[config.mk]
export PLATFORM = sky130hd
export DESIGN_NAME = instruction_fetch
export DESIGN_NICKNAME = d
export VERILOG_FILES = /design/src/rtl/fetch_pkg.sv /design/src/rtl/instruction_fetch.sv
export VERILOG_INCLUDE_DIRS = /design/src /design/src/rtl
export SDC_FILE = /design/constraint.sdc
export NUM_CORES = 1
export LEC_CHECK = 0
export ABC_AREA = 1
export CORE_MARGIN = 2
export CORE_UTILIZATION = 25
export DETAILED_ROUTE_END_ITERATION = 8
export GPL_TIMING_DRIVEN = 1
export MAX_ROUTING_LAYER = met4
export SLEW_MARGIN = 25
export SYNTH_ARGS = -nofsm -noshare
export SYNTH_HDL_FRONTEND = slang
export SYNTH_SLANG_ARGS = --single-unit
[constraint.sdc]
create_clock -name clk -period 2.05 [get_ports clk]
set_input_delay 0.615 -clock clk [delete_from_list [all_inputs] [get_ports clk]]
set_output_delay 0.615 -clock clk [all_outputs]
set_load 0.01 [all_outputs]
[src/rtl/defines.sv]
// Global datapath widths shared by the fetch stage and its neighbours.
`ifndef FETCH_DEFINES_SV
`define FETCH_DEFINES_SV
`define ADDRESS_LEN     16
`define INSTRUCTION_LEN 32
`endif

[src/rtl/fetch_pkg.sv]
// Shared types for the instruction fetch stage: widths, state encoding, PC increment.
`include "defines.sv"

package fetch_pkg;
    localparam int ADDRESS_LEN     = `ADDRESS_LEN;
    localparam int INSTRUCTION_LEN = `INSTRUCTION_LEN;

    typedef logic [ADDRESS_LEN-1:0]     addr_t;
    typedef logic [INSTRUCTION_LEN-1:0] instr_t;

    typedef enum logic {
        S_REQ  = 1'b0,
        S_HOLD = 1'b1
    } fetch_state_t;

    // Wraps naturally at the address width: all-ones + 1 gives zero.
    function automatic addr_t pc_inc(input addr_t pc);
        return pc + addr_t'(1);
    endfunction
endpackage

[src/rtl/instruction_fetch.sv]
// Fetch stage: drives instruction memory and presents (instruction, PC+1) to the IF/ID register,
// buffering a response that arrives while the pipeline is stalled.
module instruction_fetch
    import fetch_pkg::*;
#(
    parameter addr_t  RESET_PC  = '0,
    parameter instr_t NOP_INSTR = '0
) (
    input  logic   clk,
    input  logic   rst,
    input  logic   stall,
    input  logic   redirect,
    input  addr_t  redirect_target,
    output logic   imem_req,
    output addr_t  imem_addr,
    input  logic   imem_ready,
    input  instr_t imem_rdata,
    output addr_t  PC_plus1,
    output instr_t Instruction
);

    fetch_state_t r_state;
    addr_t        r_pc;
    instr_t       r_hold_instr;
    addr_t        r_hold_pc1;
    instr_t       r_last_instr;
    addr_t        r_last_pc1;

    fetch_state_t w_next_state;
    addr_t        w_next_pc;
    instr_t       w_next_hold_instr;
    addr_t        w_next_hold_pc1;
    instr_t       w_out_instr;
    addr_t        w_out_pc1;
    addr_t        w_pc_plus1;

    assign w_pc_plus1 = pc_inc(r_pc);

    always_ff @(posedge clk or negedge rst) begin
        if (!rst) begin
            r_state      <= S_REQ;
            r_pc         <= RESET_PC;
            r_hold_instr <= NOP_INSTR;
            r_hold_pc1   <= '0;
            r_last_instr <= NOP_INSTR;
            r_last_pc1   <= '0;
        end else begin
            r_state      <= w_next_state;
            r_pc         <= w_next_pc;
            r_hold_instr <= w_next_hold_instr;
            r_hold_pc1   <= w_next_hold_pc1;
            r_last_instr <= w_out_instr;
            r_last_pc1   <= w_out_pc1;
        end
    end

    // Priority: redirect squashes everything, then stall holds, then normal fetch.
    always_comb begin
        w_next_state      = r_state;
        w_next_pc         = r_pc;
        w_next_hold_instr = r_hold_instr;
        w_next_hold_pc1   = r_hold_pc1;
        w_out_instr       = NOP_INSTR;
        w_out_pc1         = '0;
        if (redirect) begin
            w_next_pc         = redirect_target;
            w_next_state      = S_REQ;
            w_next_hold_instr = NOP_INSTR;
            w_next_hold_pc1   = '0;
        end else if (stall) begin
            w_out_instr = r_last_instr;
            w_out_pc1   = r_last_pc1;
            // A response landing during a stall is parked so the request is not repeated.
            if (r_state == S_REQ && imem_ready) begin
                w_next_hold_instr = imem_rdata;
                w_next_hold_pc1   = w_pc_plus1;
                w_next_state      = S_HOLD;
            end
        end else if (r_state == S_HOLD) begin
            w_out_instr  = r_hold_instr;
            w_out_pc1    = r_hold_pc1;
            w_next_pc    = w_pc_plus1;
            w_next_state = S_REQ;
        end else if (imem_ready) begin
            w_out_instr = imem_rdata;
            w_out_pc1   = w_pc_plus1;
            w_next_pc   = w_pc_plus1;
        end
    end

    assign imem_req    = (r_state == S_REQ);
    assign imem_addr   = r_pc;
    // Reset must force a bubble even if memory happens to report ready.
    assign Instruction = rst ? w_out_instr : NOP_INSTR;
    assign PC_plus1    = rst ? w_out_pc1 : '0;

endmodule

-- Yosys cells after proc, flatten, opt, wreduce, memory -nomap -nowiden
Index checks and enable logic that the tools add are counted.
- mux-type cells: 23
- reductions and logical operators: 6
- bitwise gates (word level): 1
- equality and inequality tests: 2
- add/subtract/negate cells: 1
- operators with widths (operator ; number):
    2-to-1 mux 32 bit ; 8
    2-to-1 mux 16 bit ; 12
    adder 16 x 1 -> 16 bit (second input constant) ; 1
    AND reduction 2 bit ; 2
    nonzero test 2 bit ; 2
    2-to-1 mux 1 bit ; 3
    != test 3 x 1 -> 1 bit (second input constant) ; 1
    nonzero test 3 bit ; 1
    != test 2 x 1 -> 1 bit (second input constant) ; 1
    logical AND 1 bit ; 1
    inverter 1 bit ; 1
- word-level logic and storage cells: 39
- output and inout port bits: 65
- bits of input ports: 53
- bits in registers: 113

-- Longest topological paths before layout
- depth in word-level cells: 6
- gate-level depth with buffers: 9
- gate-level depth less buffers: 9

-- Least setup slack after synthesis
OpenSTA, ideal clock, no wires.
- path kind: register to output
- start point: reg r_pc[1], in the netlist imem_addr[1]
- end point: out PC_plus1[4]
- buffers on the path: 0
- required time: 1435 ps
- cell stages (with the launch flop): 9
- arrival: 1480 ps
- slack: -45 ps
- cell sequence: dfrtp_1 > ha_1 > nand2_2 > nor2_4 > xor2_1 > nand2_1 > o21ai_1 > nand2_1 > a21oi_1
- longest elaborated chain between the ends: 6
- ends and longest elaborated chain (element ; RTL line ; text):
    from (decl) ; instruction_fetch.sv:23 ; addr_t r_pc;
    from (signal assigned) ; instruction_fetch.sv:49 ; r_pc <= w_next_pc;
    adder 16 x 1 -> 16 bit ; fetch_pkg.sv:18 ; return pc + addr_t'(1);
    2-to-1 mux 16 bit ; instruction_fetch.sv:84 ; end else if (imem_ready) begin
    2-to-1 mux 16 bit ; instruction_fetch.sv:79 ; end else if (r_state == S_HOLD) begin
    2-to-1 mux 16 bit ; instruction_fetch.sv:70 ; end else if (stall) begin
    2-to-1 mux 16 bit ; instruction_fetch.sv:65 ; if (redirect) begin
    2-to-1 mux 16 bit ; instruction_fetch.sv:95 ; assign PC_plus1 = rst ? w_out_pc1 : '0;
    to (decl) ; instruction_fetch.sv:18 ; output addr_t PC_plus1,
Every way passes these cells.

-- Worst setup path in the final report
- start point: reg r_pc[0], in the netlist imem_addr[0]
- end point: out PC_plus1[5]
Same word-level chain as after synthesis.

==> summary.txt <==
Outcome
  • Outcome: finished, violations left
  • Failing checks: negative setup slack

Placement
  • Hpwl dp: 12670 um
  • Port bufs: 117
  • Routability cong.: 0.8943
  • Placed cells: 1202
  • Pre-CTS setup slack: -1.203 ns

Yosys
  • Asr flop ratio synth: 100.0%
  • Syn_nets: 742
  • Top_reg_cell synth: dfrtp_1
  • #FFs+latches synth: 113
  • Sequential fraction of the synthesis area: 51.49%
  • Mapped Cells: 688
  • Post-Syn Area: 0.005492 sq mm
  • Synth warn: 0
  • Distinct cells, synth: 32
  • Mean Syn Cell Area: 7.982 sq um
  • EDFF count, synth: 0

Clock network
  • CTS tree: done
  • CTS Buffer Depth: 2
  • # clock sinks: 113
  • Clk_lat worst skew: 0.42 ns
  • Clk root buf: clkbuf_16
  • H-tree levels: 4
  • CTS Buf Count: 17
  • Reg clk slew, reported paths: 0.05 ns

Worst setup path
  • Worst flop-to-flop path endpoint: r_last_instr[4]
  • Crit-path cells: buf_6, nand3_4, nor2_4, buf_6, xor2_1, buf_4, nand2_4, o21ai_2, nand2_2, a21oi_2, buf_2
  • Worst Setup SP: imem_addr[0]
  • CP peak stage delay: 0.41 ns
  • Worst-path fanout max: 4
  • CP Launch Type: flop
  • CP Capture Point: PC_plus1[5]
  • Crit path buf inv count: 4
  • Worst reg-to-reg path cell count: 17
  • R2R setup slack: -0.22 ns
  • Crit path max-delay family: buffers and inverters
  • CP Class: flop to primary output
  • Crit path top cell by count: buf_6
  • Worst Path Required: 1.43 ns
  • Critical Path Sink Type: primary output
  • CP Depth: 11
  • FF-to-FF Start: r_state
  • CP Data Arrival Time: 2.06 ns
  • Critical-path top delay cell: dfrtp_1

Cells and area
  • Layout cells sized above 1: 52.37%
  • Most frequent cells in the layout: buf_4 (171), nand2_1 (164), dfrtp_1 (110)
  • Most common cell after layout, fill and taps aside: buf_4
  • Post-route insts no fill: 1336
  • Nets: 1100
  • N_diodes: 0
  • Area Growth Syn to Fin: 93.51%
  • FF+latch area: 0.002831 sq mm
  • Final-layout fill cell count: 1971
  • Area of the multi-input gates: 0.003108 sq mm

Global routing
  • Initial antenna violation count: 0
  • Vias in the first global route: 6383
  • GRT Residual Overflow: 0
  • Largest net degree at the start of global routing: 65
  • GRT Resource Usage Total: 18.84%
  • First-pass GRT wire length: 33500 um

Drt
  • Drt initial violations: 300
  • DRC errors left: 0
  • Vias: 6160
  • Initial DRT Pass Iterations: 4
  • Vias/cell: 4.611
  • Wire per inst: 16.20 um
  • Drt total wl: 21650 um
  • Final ANT Viol Nets: 0

Floorplan
  • Starting Density: 25.32%
  • Die footprint: 0.02317 sq mm
  • Cell Rows: 54
  • Area of the core: 0.02169 sq mm
  • Die Span Y: 152.2 um
  • Die Width: 152.2 um
  • I/O Pins: 118

Timing
  • Slew headroom: 42.13%
  • Peak Freq: 0.3735 GHz
  • Final Hold Fails: 0
  • Crit share post-route: 130.6%
  • Setup WS post-layout: -0.6276 ns
  • WHS: 0.4456 ns
  • RSZ-0062 raised after global routing: yes
  • Setup-failing EPs final: 50
  • Final Max Tran Viols: 0
  • Setup TNS: -23.91 ns
  • Worst-margin pin slew: 0.8681 ns
  • Clock skew: 0.007786 ns
  • Minimum clock period: 2.678 ns

Job
  • Max cap viols: 0

Power and ir drop
  • Total power: 0.006857 W
  • Static leakage: 5.185 nW
  • Pwr/cell area: 645.3 mW/mm^2
  • VDD IR-drop max: 0.0005755 V

Hold path
  • HP Class: input pin to asynchronous set/reset pin
## worst min path at each step
stage                      from          endpoint  slack [ns]
2_1_floorplan               rst      imem_addr[0]        0.32
3_3_place_gp   r_last_instr[15]  r_last_instr[15]        0.46
3_5_place_dp   r_last_instr[19]  r_last_instr[19]        0.46
4_1_cts                     rst      imem_addr[5]        0.46
5_1_grt        r_last_instr[23]  r_last_instr[23]        0.51
6_report                    rst      imem_addr[5]        0.45
## cells in the mapped netlist, types with 4 or more instances
cell type    n  area share (%)
nand2_1    247              17
dfrtp_1    113              51
inv_1       61             4.2
a21oi_1     46             4.2
o22ai_1     40             4.6
o21ai_0     23             2.1
o21ai_1     23             2.1
nand3_1     22             2.0
clkbuf_1    17             1.2
nor2_1      17             1.2
buf_2       16             1.5
a22oi_1     11             1.5
inv_2        7            0.48
nand2_2      5            0.57
nor2_2       5            0.57
nor2_4       4            0.82
o21ai_2      4            0.64
xor2_1       4            0.64
## timing repair
action,CTS,global route
gates cloned,6,1
endpoints found under the setup margin,67,61
hold buffers,0,0
setup buffers,101,39
gates resized for setup,394,177
pin swaps,68,121
## kinds of logic after synthesis
family	synth area share (%)
compound gates	16.88
xor+xnor	0.6379
fa+ha+maj	0.2278
buf+inv	7.610
flops	51.49
simple gates	23.15
## flip-flops by register name (all words and copies together), names as in the netlist
signal / count
r_last_pc1: 16
r_last_instr: 32
r_hold_pc1: 16
imem_addr: 16
r_state: 1
r_hold_instr: 32
## final cells by class
| class | instances | share of cell area [%] |
|---|---|---|
| inverters | 68 | 2.543 |
| multi-input cells | 471 | 29.25 |
| flip-flops and latches | 113 | 26.65 |
| well taps | 280 | 3.297 |
| clock inverters | 6 | 0.5416 |
| repair buffers | 375 | 33.13 |
| clock buffers | 23 | 4.592 |
## per-layer routing
metal / GRT usage, % / share of wire, %
met2: 29.28 / 48
met4: 6.142 / 1.8
met3: 5.148 / 5.2
met1: 23.89 / 45
met5: - / 0
## power by group
part | switching [W] | internal (W) | total, W
registers | 0.0000723 | 0.00236 | 0.00243
clock network | 0.00102 | 0.00176 | 0.00278
logic | 0.000801 | 0.000836 | 0.00164
## metrics by stage
step | util (%) | cell area (sq um)
3_5_place_dp | 37.81 | 8200
4_1_cts | 46.21 | 10020
3_3_place_gp | 37.81 | 8200
5_1_grt | 49.00 | 10630
6_report | 49.00 | 10630
2_1_floorplan | - | 5508
No activity file was read; power rests on OpenSTA's default activity.
